===== src/rtl/mips_ctrl_pkg.sv =====
// Shared definitions for the multicycle MIPS main controller:
// state encoding, opcodes, datapath select codes and the control word.
package mips_ctrl_pkg;

    typedef enum logic [3:0] {
        S_FETCH    = 4'd0,
        S_DECODE   = 4'd1,
        S_MEMADR   = 4'd2,
        S_MEMRD    = 4'd3,
        S_MEMWB    = 4'd4,
        S_MEMWR    = 4'd5,
        S_RTYPE_EX = 4'd6,
        S_RTYPE_WB = 4'd7,
        S_BR_TGT   = 4'd8,
        S_BR_CMP   = 4'd9,
        S_IMM_EX   = 4'd10,
        S_IMM_WB   = 4'd11,
        S_JUMP     = 4'd12
    } state_t;

    localparam logic [5:0] OP_RTYPE = 6'h00;
    localparam logic [5:0] OP_J     = 6'h02;
    localparam logic [5:0] OP_BEQ   = 6'h04;
    localparam logic [5:0] OP_BNE   = 6'h05;
    localparam logic [5:0] OP_ADDI  = 6'h08;
    localparam logic [5:0] OP_ANDI  = 6'h0C;
    localparam logic [5:0] OP_ORI   = 6'h0D;
    localparam logic [5:0] OP_LW    = 6'h23;
    localparam logic [5:0] OP_SW    = 6'h2B;

    localparam logic [1:0] ALU_ADD   = 2'b00;
    localparam logic [1:0] ALU_SUB   = 2'b01;
    localparam logic [1:0] ALU_FUNCT = 2'b10;
    localparam logic [1:0] ALU_LOGIC = 2'b11;

    localparam logic [1:0] SRCB_B       = 2'b00;
    localparam logic [1:0] SRCB_FOUR    = 2'b01;
    localparam logic [1:0] SRCB_EXT     = 2'b10;
    localparam logic [1:0] SRCB_EXT_SH2 = 2'b11;

    localparam logic [1:0] PCSRC_ALU    = 2'b00;
    localparam logic [1:0] PCSRC_ALUOUT = 2'b01;
    localparam logic [1:0] PCSRC_JUMP   = 2'b10;

    typedef struct packed {
        logic       pc_write;
        logic       pc_write_cond;
        logic       branch_ne;
        logic       i_or_d;
        logic       mem_read;
        logic       mem_write;
        logic       ir_write;
        logic       reg_dst;
        logic       mem_to_reg;
        logic       reg_write;
        logic       alu_src_a;
        logic [1:0] alu_src_b;
        logic [1:0] alu_op;
        logic       ext_zero;
        logic [1:0] pc_src;
        logic       illegal_op;
    } ctrl_t;

    // andi/ori need the extender in zero-extend mode
    function automatic logic is_logic_imm(logic [5:0] op);
        return (op == OP_ANDI) || (op == OP_ORI);
    endfunction

    function automatic logic is_known_op(logic [5:0] op);
        return (op == OP_RTYPE) || (op == OP_J)    || (op == OP_BEQ)  ||
               (op == OP_BNE)   || (op == OP_ADDI) || (op == OP_ANDI) ||
               (op == OP_ORI)   || (op == OP_LW)   || (op == OP_SW);
    endfunction

endpackage


===== src/rtl/mips_ctrl_outdec.sv =====
// State to control-word decode. Moore outputs, with FETCH write enables
// qualified by mem_ready and every enable suppressed while reset is high.
module mips_ctrl_outdec
    import mips_ctrl_pkg::*;
(
    input  state_t     state,
    input  logic [5:0] opcode,
    input  logic       mem_ready,
    input  logic       reset,
    output ctrl_t      ctrl_c
);

    always_comb begin
        ctrl_c           = '0;
        ctrl_c.alu_src_b = SRCB_B;
        ctrl_c.alu_op    = ALU_ADD;
        ctrl_c.pc_src    = PCSRC_ALU;

        case (state)
            S_FETCH: begin
                ctrl_c.mem_read  = 1'b1;
                ctrl_c.alu_src_b = SRCB_FOUR;
                ctrl_c.ir_write  = mem_ready;
                ctrl_c.pc_write  = mem_ready;
            end
            S_DECODE: begin
                // extender samples its mode at the end of this cycle
                ctrl_c.ext_zero   = is_logic_imm(opcode);
                ctrl_c.illegal_op = !is_known_op(opcode);
            end
            S_MEMADR: begin
                ctrl_c.alu_src_a = 1'b1;
                ctrl_c.alu_src_b = SRCB_EXT;
            end
            S_MEMRD: begin
                ctrl_c.mem_read = 1'b1;
                ctrl_c.i_or_d   = 1'b1;
            end
            S_MEMWB: begin
                ctrl_c.reg_write  = 1'b1;
                ctrl_c.mem_to_reg = 1'b1;
            end
            S_MEMWR: begin
                ctrl_c.mem_write = 1'b1;
                ctrl_c.i_or_d    = 1'b1;
            end
            S_RTYPE_EX: begin
                ctrl_c.alu_src_a = 1'b1;
                ctrl_c.alu_op    = ALU_FUNCT;
            end
            S_RTYPE_WB: begin
                ctrl_c.reg_write = 1'b1;
                ctrl_c.reg_dst   = 1'b1;
            end
            S_BR_TGT: begin
                ctrl_c.alu_src_b = SRCB_EXT_SH2;
            end
            S_BR_CMP: begin
                ctrl_c.alu_src_a     = 1'b1;
                ctrl_c.alu_op        = ALU_SUB;
                ctrl_c.pc_write_cond = 1'b1;
                ctrl_c.pc_src        = PCSRC_ALUOUT;
                ctrl_c.branch_ne     = opcode[0];
            end
            S_IMM_EX: begin
                ctrl_c.alu_src_a = 1'b1;
                ctrl_c.alu_src_b = SRCB_EXT;
                ctrl_c.ext_zero  = is_logic_imm(opcode);
                if (is_logic_imm(opcode)) begin
                    ctrl_c.alu_op = ALU_LOGIC;
                end
            end
            S_IMM_WB: begin
                ctrl_c.reg_write = 1'b1;
            end
            S_JUMP: begin
                ctrl_c.pc_write = 1'b1;
                ctrl_c.pc_src   = PCSRC_JUMP;
            end
            default: ;
        endcase

        // reset shows FETCH selects with every enable off
        if (reset) begin
            ctrl_c           = '0;
            ctrl_c.alu_src_b = SRCB_FOUR;
        end
    end

endmodule


===== src/rtl/mips_multicycle_ctrl.sv =====
// Main control FSM for the multicycle MIPS datapath: sequences PC, memory,
// IR, register file and ALU muxes, stalling on the memory-ready handshake.
module mips_multicycle_ctrl
    import mips_ctrl_pkg::*;
(
    input  logic       clock,
    input  logic       reset,
    input  logic [5:0] opcode,
    input  logic       mem_ready,
    output logic       pc_write,
    output logic       pc_write_cond,
    output logic       branch_ne,
    output logic       i_or_d,
    output logic       mem_read,
    output logic       mem_write,
    output logic       ir_write,
    output logic       reg_dst,
    output logic       mem_to_reg,
    output logic       reg_write,
    output logic       alu_src_a,
    output logic [1:0] alu_src_b,
    output logic [1:0] alu_op,
    output logic       ext_zero,
    output logic [1:0] pc_src,
    output logic       illegal_op,
    output logic [3:0] state_o
);

    state_t state;
    ctrl_t  ctrl;

    // opcode is only consulted in DECODE and MEMADR; IR is stable after FETCH
    always_ff @(posedge clock) begin
        if (reset) begin
            state <= S_FETCH;
        end else begin
            case (state)
                S_FETCH: begin
                    if (mem_ready) state <= S_DECODE;
                end
                S_DECODE: begin
                    case (opcode)
                        OP_LW, OP_SW:           state <= S_MEMADR;
                        OP_RTYPE:               state <= S_RTYPE_EX;
                        OP_BEQ, OP_BNE:         state <= S_BR_TGT;
                        OP_ADDI, OP_ANDI, OP_ORI: state <= S_IMM_EX;
                        OP_J:                   state <= S_JUMP;
                        default:                state <= S_FETCH;
                    endcase
                end
                S_MEMADR: begin
                    if (opcode == OP_LW) state <= S_MEMRD;
                    else                 state <= S_MEMWR;
                end
                S_MEMRD: begin
                    if (mem_ready) state <= S_MEMWB;
                end
                S_MEMWR: begin
                    if (mem_ready) state <= S_FETCH;
                end
                S_RTYPE_EX: state <= S_RTYPE_WB;
                S_BR_TGT:   state <= S_BR_CMP;
                S_IMM_EX:   state <= S_IMM_WB;
                // write-back/terminal states and unused encodings restart
                default:    state <= S_FETCH;
            endcase
        end
    end

    mips_ctrl_outdec u_outdec (
        .state     (state),
        .opcode    (opcode),
        .mem_ready (mem_ready),
        .reset     (reset),
        .ctrl_c    (ctrl)
    );

    assign pc_write      = ctrl.pc_write;
    assign pc_write_cond = ctrl.pc_write_cond;
    assign branch_ne     = ctrl.branch_ne;
    assign i_or_d        = ctrl.i_or_d;
    assign mem_read      = ctrl.mem_read;
    assign mem_write     = ctrl.mem_write;
    assign ir_write      = ctrl.ir_write;
    assign reg_dst       = ctrl.reg_dst;
    assign mem_to_reg    = ctrl.mem_to_reg;
    assign reg_write     = ctrl.reg_write;
    assign alu_src_a     = ctrl.alu_src_a;
    assign alu_src_b     = ctrl.alu_src_b;
    assign alu_op        = ctrl.alu_op;
    assign ext_zero      = ctrl.ext_zero;
    assign pc_src        = ctrl.pc_src;
    assign illegal_op    = ctrl.illegal_op;
    assign state_o       = state;

endmodule

===== config.mk =====
export PLATFORM = sky130hd
export DESIGN_NAME = mips_multicycle_ctrl
export DESIGN_NICKNAME = d
export VERILOG_FILES = /design/src/rtl/mips_ctrl_pkg.sv /design/src/rtl/mips_ctrl_outdec.sv /design/src/rtl/mips_multicycle_ctrl.sv
export SDC_FILE = /design/constraint.sdc
export NUM_CORES = 1
export LEC_CHECK = 0
export ABC_AREA = 1
export CAP_MARGIN = 20
export CORE_MARGIN = 5
export CORE_UTILIZATION = 41
export CTS_CLUSTER_DIAMETER = 60
export DETAILED_ROUTE_END_ITERATION = 6
export GPL_TIMING_DRIVEN = 1
export MAX_ROUTING_LAYER = met4
export PLACE_DENSITY_LB_ADDON = 0.1
export SYNTH_ARGS = -nofsm -noshare
export SYNTH_HDL_FRONTEND = slang
export SYNTH_HIERARCHICAL = 1
export SYNTH_SLANG_ARGS = --single-unit
export TNS_END_PERCENT = 20

===== constraint.sdc =====
create_clock -name clock -period 1.4 [get_ports clock]
set_input_delay 0.28 -clock clock [delete_from_list [all_inputs] [get_ports clock]]
set_output_delay 0.28 -clock clock [all_outputs]
set_load 0.05 [all_outputs]

==> reports/qor.yml, run 1 <==
status:
  haltStage: "clock tree synthesis (4_1_cts)"
  status: "stopped before the end"
  toolErrorMsg: "[ERROR DPL-0038] Utilization greater than 100%, impossible to legalize"
die:
  io_pins: 32
  die_y_um: 52.33
  initial_core_util: 0.4300
  row_count: 15
  fp.dieW_um: 52.33
yosys:
  synth_seq_area_share: 0.1090
  ys_ff_latch: 4
  synth_warnings: 6
  ys_types: 20
  syn_inst: 140
  syn_avg_cell_area_um2: 5.246
  synthesis.area_um2: 734.5
  synth_nets: 149
clock_network:
  cts_setup_buffers: 3
  ctsHoldBuffers: 0
  numCtsBuffers: 3
  ctsResizeCount: 41
  clock-root-buffer: "clkbuf_4"
  htreeDepth: 1
  cts.sinks: 4
  clock_path_buffers: 2
place:
  placed_cells: 218
  placed_cell_area_um2: 1573
  globalplace.congestion: 0.8089
  io_buffers: 31
  dpl.hpwl_um: 2768
-- per-stage QoR --
| stage | utilization | hold slack, ns | worst slack, ns |
|---|---|---|---|
| 2_1_floorplan | - | 0.3333 | -0.2596 |
| 3_3_place_gp | 0.9209 | 0.6845 | -0.3673 |
| 3_5_place_dp | 0.9209 | 0.6904 | -0.4465 |
-- cells in the mapped netlist, drive strengths merged --
master  count  area share
nor2       31        0.20
a21oi      11       0.090
o21ai       3       0.020
inv        28        0.14
buf         1       0.010
nand3      20        0.17
dfxtp       4        0.11
clkinv      1      0.0051
o31ai       1       0.010
nand4       5       0.043
o22ai       3       0.026
nand2      32        0.18
-- cells by family after synthesis --
| family | Yosys count | share of synthesized area |
|---|---|---|
| and+or+nand+nor | 88 | 0.5860 |
| buffers and inverters | 30 | 0.1584 |
| AOI/OAI and AO/OA | 18 | 0.1465 |
| DFF | 4 | 0.1090 |
==> inputs of run 2 (changes only) <==
- CORE_AREA: not set -> 5 5 66 68
- CORE_MARGIN: 5 -> not set
- CORE_UTILIZATION: 41 -> not set
- CTS_CLUSTER_DIAMETER: 60 -> not set
- DIE_AREA: not set -> 0 0 71 73
- MAX_ROUTING_LAYER: met4 -> not set
- PLACE_DENSITY_LB_ADDON: 0.1 -> 0.15
==> run 2 against run 1 <==
The flow now finishes, with violations (setup timing); synthesized area did not move; synthesized cell count did not move.
==> reports/qor.yml, run 2 <==
detailed_routing:
  viasPerCell: 4.252
  drt_wl_total_um: 2624
  firstDrtPassIters: 4
  drtAntennaViolNets: 0
  drtIter0Drc: 29
  route.detailed.drc: 0
  vias: 1046
  wire_per_inst_um: 10.67
global_route:
  antenna_found_initial: 0
  grt-ovfl-total: 0
  grt_max_degree: 8
  grt_pass1_wl_um: 4450
  grtUsageTotal: 0.1050
  grt_pass1_vias: 988
timing:
  period_needed_ns: 1.550
  rsz0062_at_grt: "yes"
  setup_tns_ns: -1.583
  worst_slack_ns: -0.1502
  slew_headroom: 0.8567
  whs_ns: 0.5048
  fmax_mhz: 645.1
  fin_crit_sh: 1.107
  drv_slew: 0
  finClkSkew_ns: 0.002764
  hold_viol: 0
  setup_viol: 19
  tightest_slew_ns: 0.2156
place:
  dpl.hpwl_um: 2263
  globalplace.congestion: 0.7719
  io_buffers: 31
  placed_cells: 240
clock_network:
  worstSkewPairLatency_ns: 0.22
  clock_path_buffers: 2
  numCtsBuffers: 3
  clkTransAtPathRegs_ns: 0.03
  clock-root-buffer: "clkbuf_8"
  cts_tree: "done"
  ctsHoldBuffers: 0
  cts.sinks: 4
  htreeDepth: 1
power:
  irDropWorstVdd_mv: 0.4497
  p_per_area_nw_per_um2: 446.2
  internal_power_mw: 0.4756
  pwr-share-seq: 0.167
  power_leakage_nw: 0.7222
  power_frac_comb: 0.518
  p_total_mw: 0.7654
  power.switching_mw: 0.2898
  clkPwrFrac: 0.314
  swShare: 0.3787
yosys:
  post-synth-top-area-fraction: 0.1431
  yosys-top-cells-area: "nand2_1 (14%), nor2_1 (13%), nand3_1 (12%)"
  synth_mux_area_frac: 0
  synth-xor-area-share: 0
  synth-compound-area-share: 0.1465
  synth_seq_area_share: 0.1090
  synth_warnings: 6
  synthSimpleGateAreaFrac: 0.5860
  synth.most_common_cell: "nand2_1"
  syn_inst: 140
  yosysTopAreaCell: "nand2_1"
  synthAdderAreaFrac: 0
  synthTopCellsByCount: "nand2_1 (28), nor2_1 (25), inv_1 (17), nand3_1 (17), inv_2 (11)"
  synth_nets: 149
  synth_edf_count: 0
  synth_top_family_by_area: "simple AND/OR/NAND/NOR gates"
  ys_ff_latch: 4
  ys_types: 20
  syn_avg_cell_area_um2: 5.246
  async_reset_ff_frac: 0
  synthFlopType: "dfxtp_1"
  synthesis.area_um2: 734.5
die:
  die_y_um: 73
  fp.dieW_um: 71
  io_pins: 32
  initial_core_util: 0.1933
  row_count: 23
  core_um2: 3799
  die_area_um2: 5183
setup_path:
  cp_max_fo: 7
  worstRegToRegCells: 8
  rr_startpoint: "state_o[1]"
  reg2reg_setup_slack_ns: 0.15
  cp_data_required_time_ns: 1.12
  r2r-end: "state_o[2]"
  path_class: "in -> out"
  critPathLaunchType: "input port"
  worst_ep_arrival_time_ns: 1.27
  worst_setup_path_end_kind: "output port"
final_layout:
  postLayoutCoreUtil: 0.4516
  num-fill-cells: 408
  syn_to_final_growth_pct: 133.6
  largest_register_ffs: 4
  final_nets: 207
  final_common_cell: "nand2_1"
  diodes: 0
  drive_above_1_share: 0.5408
  fin_cells: 246
  final_cell_mix: "nand2_1 (24), buf_12 (23), buf_4 (17)"
worst_hold_path:
  hold_class: "in -> reg"
  hold_end: "state_o[0]"
  min_from: "mem_ready"
  holdPathStages: 5
status:
  status: "finished with violations"
  violations: "setup timing"
run:
  drv_cap: 0
## run 2: logic make-up (layout without fill, tap and decap cells)
logic type | Yosys count | count (layout)
simple gates | 88 | 88
compound gates | 18 | 18
flops | 4 | 4
buf+inv | 30 | 86
## run 2: how the worst max path moves through the flow
stage,cells past startpoint,slack (ns),from,end
floorplan,4,-0.26,state_o[0],branch_ne
global route,7,-0.23,opcode[1],illegal_op
detailed placement,7,-0.41,reset,illegal_op
finish,7,-0.15,opcode[1],illegal_op
CTS,6,-0.17,state_o[2],ext_zero
global placement,7,-0.41,reset,illegal_op
## run 2: power groups by stage
| stage | clock network [mW] | logic (mW) | registers [mW] |
|---|---|---|---|
| after floorplan | 0 | 0.167 | 0.150 |
| after global placement | 0 | 0.376 | 0.127 |
| after detailed placement | 0 | 0.379 | 0.127 |
| after CTS | 0.248 | 0.390 | 0.128 |
| after global routing | 0.256 | 0.428 | 0.129 |
| final | 0.241 | 0.397 | 0.128 |
## run 2: through the flow
stage                     setup slack [ns]  area (µm²)
after floorplan                    -0.2596       835.8
after global placement             -0.4082        1582
after detailed placement           -0.4096        1582
after CTS                          -0.1680        1685
after global routing               -0.2288        1715
final                              -0.1502        1715
## run 2: timing repair
action / 4_1_cts / 5_1_grt
setup endpoints to repair: 19 / 19
setup buffers: 3 / 0
gates resized for setup: 24 / 11
pin swaps: 7 / 5
## run 2: layout make-up
cell class / instances / area (µm²) / share of cell area
flip-flops and latches: 4 / 95.09 / 0.05543
inverters: 29 / 121.4 / 0.07075
repair buffers: 54 / 728.2 / 0.4245
clock buffers: 3 / 41.29 / 0.02407
multi-input cells: 106 / 666.9 / 0.3888
well taps: 50 / 62.56 / 0.03647
## run 2: layer usage
| layer | part of all wire | up-vias | GRT usage |
|---|---|---|---|
| li1 | - | 564 | - |
| met1 | 0.43 | 452 | 0.1262 |
| met2 | 0.51 | 26 | 0.1854 |
| met3 | 0.054 | 4 | 0.03306 |
| met4 | 0.0080 | 0 | 0.01879 |
| met5 | 0 | - | 0 |
## run 2: worst max-delay path: stages
cell and delay [ns]:
dlygate4sd2_1 0.26, buf_6 0.14, nor2_2 0.12, nand2_1 0.07, a21oi_2 0.18, nor2_4 0.06
buf_12 0.14
(Power assumes the default switching activity.)
==> inputs of run 3 (changes only) <==
- CORE_AREA: 5 5 66 68 -> 2 2 63 65
- DIE_AREA: 0 0 71 73 -> 0 0 65 67
- PLACE_DENSITY: not set -> 0.53
- PLACE_DENSITY_LB_ADDON: 0.15 -> not set
==> run 3 against run 2 <==
The run still ends with setup timing left; power up 2.3%; cell area up 1.5%; sequential power about the same; die area down 16%; clock skew about the same; largest power group unchanged; clock power up 4%; maximum frequency up 0.27%; first-iteration DRC count up 31%; setup slack better by 0.0042 ns; hold slack worse by 0.050 ns; final cell count up 0.41%.
==> reports/qor.yml, run 3 (synthesis gave the netlist of run 2 again) <==
status:
  status: "finished with violations"
  violations: "setup timing"
setup_path:
  path_class: "reg -> out"
  path_buf_inv: 4
  critPathLaunchType: "register"
  crit_family: "buffers and inverters"
  crit_path_top_delay_cell: "dfxtp_4"
  worstRegToRegCells: 8
  crit_cells: 7
  crit_chain: "inv_2, nand2_2, buf_4, nor2_4, inv_2, nor2_4, buf_12"
  cp_max_fo: 6
  worst_ep_arrival_time_ns: 1.27
  worst_setup_path_end_kind: "output port"
  cp_data_required_time_ns: 1.12
  max_stage_delay_ns: 0.36
timing:
  drv_slew: 0
  finClkSkew_ns: 0.002508
  tightest_slew_ns: 0.2176
  worst_slack_ns: -0.1460
  fin_crit_sh: 1.104
  slew_headroom: 0.8554
  whs_ns: 0.4550
  fmax_mhz: 646.8
  hold_viol: 0
  rsz0062_at_grt: "yes"
  setup_viol: 19
  period_needed_ns: 1.546
clock_network:
  worstSkewPairLatency_ns: 0.22
  cts.sinks: 4
  htreeDepth: 1
  clock_path_buffers: 2
  clock-root-buffer: "clkbuf_8"
  clkTransAtPathRegs_ns: 0.03
  cts_tree: "done"
  numCtsBuffers: 3
place:
  placed_cells: 238
  io_buffers: 31
  globalplace.congestion: 0.7909
  dpl.hpwl_um: 2016
  placed_cell_area_um2: 1579
global_route:
  grt.met2_usage: 0.2049
  grt-ovfl-total: 0
  grt_pass1_wl_um: 3946
  top_usage_layer: "met2"
  antenna_found_initial: 0
  met3_usage: 0.02365
  grtUsageTotal: 0.1131
  grt_use_met1: 0.1335
  grt_pass1_vias: 930
  grt_max_degree: 10
final_layout:
  final_common_cell: "buf_4"
  fin_area_um2: 1740
  fin_cells: 247
  postLayoutCoreUtil: 0.4827
  final_cell_mix: "buf_4 (24), nand2_1 (23), buf_12 (23), nand3_1 (16), inv_1 (15)"
  diodes: 0
  num-fill-cells: 349
  largest_register_ffs: 4
  final_nets: 210
  syn_to_final_growth_pct: 137.0
  drive_above_1_share: 0.5628
power:
  power_leakage_nw: 0.7491
  clkPwrFrac: 0.321
  swShare: 0.3844
  internal_power_mw: 0.4819
  power.switching_mw: 0.3010
  p_per_area_nw_per_um2: 449.8
  irDropWorstVdd_mv: 0.4469
  pwr-share-seq: 0.163
  power_frac_comb: 0.516
detailed_routing:
  vias: 1059
  route.detailed.drc: 0
  wire_per_inst_um: 9.895
  firstDrtPassIters: 4
  drt_wl_total_um: 2444
  drtIter0Drc: 38
  drtAntennaViolNets: 0
  viasPerCell: 4.287
die:
  fp.dieW_um: 65
  row_count: 22
  die_area_um2: 4355
  initial_core_util: 0.2037
  io_pins: 32
  die_y_um: 67
  core_um2: 3606
run:
  drv_cap: 0
worst_hold_path:
  hold_class: "in -> reg"
  holdPathStages: 3
## run 3: cell count changes in the layout (fill, tap and decap cells not counted), sizes merged
cell  before  now
buf       46   49
## run 3: per-layer routing
layer | wire length (µm) | up-vias
met4 | 18 | 0
met1 | 1092 | 455
met2 | 1222 | 30
met3 | 112 | 2
li1 | - | 572
met5 | 0 | -
## run 3: worst min-delay path: cells and delay by family
| family | cells | cell delay [ns] |
|---|---|---|
| buffers and inverters | 2 | 0.32 |
| AO/OA/AOI/OAI | 1 | 0.04 |
## run 3: power groups by stage
stage | combinational [mW] | sequential, mW | clock (mW)
after floorplan | 0.167 | 0.150 | 0
after global placement | 0.375 | 0.127 | 0
after detailed placement | 0.376 | 0.127 | 0
after CTS | 0.396 | 0.128 | 0.256
after global routing | 0.431 | 0.129 | 0.265
final | 0.404 | 0.128 | 0.251
## run 3: area by class of cell
cell class / instances / area [µm²] / area share
Sequential cell: 4 / 95.09 / 0.05464
Clock buffer: 3 / 41.29 / 0.02372
Inverter: 29 / 116.4 / 0.06686
Timing Repair Buffer: 57 / 738.2 / 0.4242
Multi-Input combinational cell: 106 / 689.4 / 0.3961
Tap cell: 48 / 60.06 / 0.03451
## run 3: final timing paths
| kind | startpoint | endpoint | slack (ns) |
|---|---|---|---|
| setup / recovery | state_o[2] | branch_ne | -0.15 |
| hold / removal | reset | state_o[2] | 0.46 |
| setup reg to reg | state_o[1] | state_o[2] | 0.19 |
| hold reg to reg | state_o[0] | state_o[0] | 0.69 |
## run 3: what timing repair did
item	in CTS	in global routing
hold buffers	0	0
hold endpoints to repair	0	0
resized for setup	27	9
setup endpoints to repair	19	19
buffers inserted	4	2
pin swaps	10	4
## run 3: per-stage QoR
stage | total power [mW] | setup TNS (ns) | worst slack [ns]
floorplan | 0.3169 | -1.616 | -0.2596
global placement | 0.5021 | -6.619 | -0.3995
detailed placement | 0.5028 | -6.435 | -0.4017
CTS | 0.7795 | -2.098 | -0.1718
global route | 0.8251 | -2.736 | -0.1939
finish | 0.7829 | -1.788 | -0.1460
==> inputs of run 4 (changes only) <==
- DONT_BUFFER_PORTS: not set -> 1
- PLACE_DENSITY: 0.53 -> 0.42
==> run 4 against run 3 <==
The flow still finishes with violations (setup timing); clock power is 2% higher; largest power group unchanged; register-to-register slack worse by 0.11 ns; maximum frequency is 4.2% lower; combinational power is 22% lower; critical path depth is 2 lower; final cell count is 10% lower; sequential share of layout area is 0.99 points higher.
==> reports/qor.yml, run 4 (synthesis gave the netlist of run 2 again) <==
power:
  internal_power_mw: 0.4232
  power_leakage_nw: 0.5942
  power_frac_comb: 0.451
  power.switching_mw: 0.2767
  swShare: 0.3953
  p_per_area_nw_per_um2: 474.9
  irDropWorstVdd_mv: 0.1697
  p_total_mw: 0.6999
  clkPwrFrac: 0.367
  pwr-share-seq: 0.182
setup_path:
  cp_data_required_time_ns: 1.12
  path_class: "reg -> out"
  crit_start: "state_o[0]"
  cp_max_fo: 5
  rr_startpoint: "state_o[2]"
  worst_ep_arrival_time_ns: 1.33
  critPathLaunchType: "register"
  worst_setup_path_end_kind: "output port"
clock_network:
  numCtsBuffers: 3
  ctsHoldBuffers: 0
  clock-root-buffer: "clkbuf_8"
  cts.sinks: 4
  htreeDepth: 1
  cts_tree: "done"
  worstSkewPairLatency_ns: 0.22
  clock_path_buffers: 2
  clkTransAtPathRegs_ns: 0.03
timing:
  drv_slew: 0
  fin_crit_sh: 1.153
  period_needed_ns: 1.614
  setup_viol: 18
  finClkSkew_ns: 0.0002292
  rsz0062_at_grt: "yes"
  worst_slack_ns: -0.2145
  slew_headroom: 0.8366
  fmax_mhz: 619.4
  setup_tns_ns: -1.983
  hold_viol: 0
  tightest_slew_ns: 0.2451
  whs_ns: 0.1065
final_layout:
  final_common_cell: "nand2_1"
  syn_to_final_growth_pct: 100.7
  final_cell_mix: "nand2_1 (24), buf_12 (17), nor2_1 (16), inv_1 (15), nand3_1 (15)"
  drive_above_1_share: 0.5230
  largest_register_ffs: 4
  final_nets: 185
  postLayoutCoreUtil: 0.4087
  diodes: 0
die:
  fp.dieW_um: 65
  die_area_um2: 4355
  row_count: 22
  die_y_um: 67
  io_pins: 32
  core_um2: 3606
  initial_core_util: 0.2037
global_route:
  grt_pass1_wl_um: 4291
  grt_pass1_vias: 1025
  grtUsageTotal: 0.1287
  grt_max_degree: 12
  grt-ovfl-total: 0
  antenna_found_initial: 0
place:
  dpl.hpwl_um: 2112
  detailedPlace.worstSlack_ns: 0.03152
  io_buffers: 0
  globalplace.congestion: 0.8297
worst_hold_path:
  hold_class: "in -> reg"
  min_from: "reset"
detailed_routing:
  wire_per_inst_um: 12.57
  route.detailed.drc: 0
  drt_wl_total_um: 2790
  firstDrtPassIters: 4
  vias: 1064
  viasPerCell: 4.793
  drtAntennaViolNets: 0
  drtIter0Drc: 20
status:
  violations: "setup timing"
  status: "finished with violations"
run:
  drv_cap: 0
==> run 4: cell count changes in the layout (fill, tap and decap cells not counted), moves of 2 or more <==
cell | previous run | this run
inv_2 | 11 | 9
buf_4 | 24 | 13
inv_4 | 1 | 4
dlygate4sd2_1 | 5 | 0
nand2_4 | 1 | 4
nand2_2 | 8 | 4
nor2_2 | 8 | 6
nor2_1 | 14 | 16
buf_12 | 23 | 17
==> run 4: worst paths after layout <==
check	endpoint	slack, ns	cells after the start
worst max-delay path	pc_write	-0.21	5
worst min-delay path	state_o[2]	0.11	1
worst max register to register	state_o[2]	0.08	9
worst min register to register	state_o[3]	0.73	3
==> run 4: worst max-delay path, cell delays in order, from the launching register on <==
cell and delay [ns]:
dfxtp_4 0.36, inv_4 0.08, buf_4 0.11, nand4_1 0.19
o22ai_2 0.20, buf_12 0.16
==> run 4: per-stage QoR <==
stage / cell area [µm²] / instances
finish: 1474 / 222
global route: 1474 / 222
CTS: 1395 / 220
detailed placement: 1256 / 211
global placement: 1256 / 211
floorplan: 835.8 / 140
==> run 4: layer usage <==
| metal | wire (µm) | up-vias | track usage |
|---|---|---|---|
| met5 | 0 | - | 0 |
| met4 | 59 | 0 | 0.06649 |
| met3 | 176 | 6 | 0.03378 |
| met2 | 1523 | 39 | 0.2680 |
| met1 | 1030 | 495 | 0.1094 |
| li1 | - | 524 | - |
==> run 4: power by group through the flow <==
stage               sequential, mW  clock, mW  combinational [mW]
floorplan                    0.150          0               0.167
global placement             0.127          0               0.277
detailed placement           0.127          0               0.282
CTS                          0.127      0.264               0.306
global route                 0.128      0.274               0.334
finish                       0.128      0.257               0.315
==> run 4: final cells by class <==
cell class                      count  area (µm²)
Sequential cell                     4       95.09
Inverter                           29       118.9
Clock buffer                        3       41.29
Fill cell                         348        2132
Timing Repair Buffer               32       460.4
Tap cell                           48       60.06
Multi-Input combinational cell    106       698.2
==> run 4: what timing repair did <==
item,CTS,global route
pin swaps,6,4
resized for setup,13,17
endpoints found under the setup margin,18,21
buffers inserted,6,2
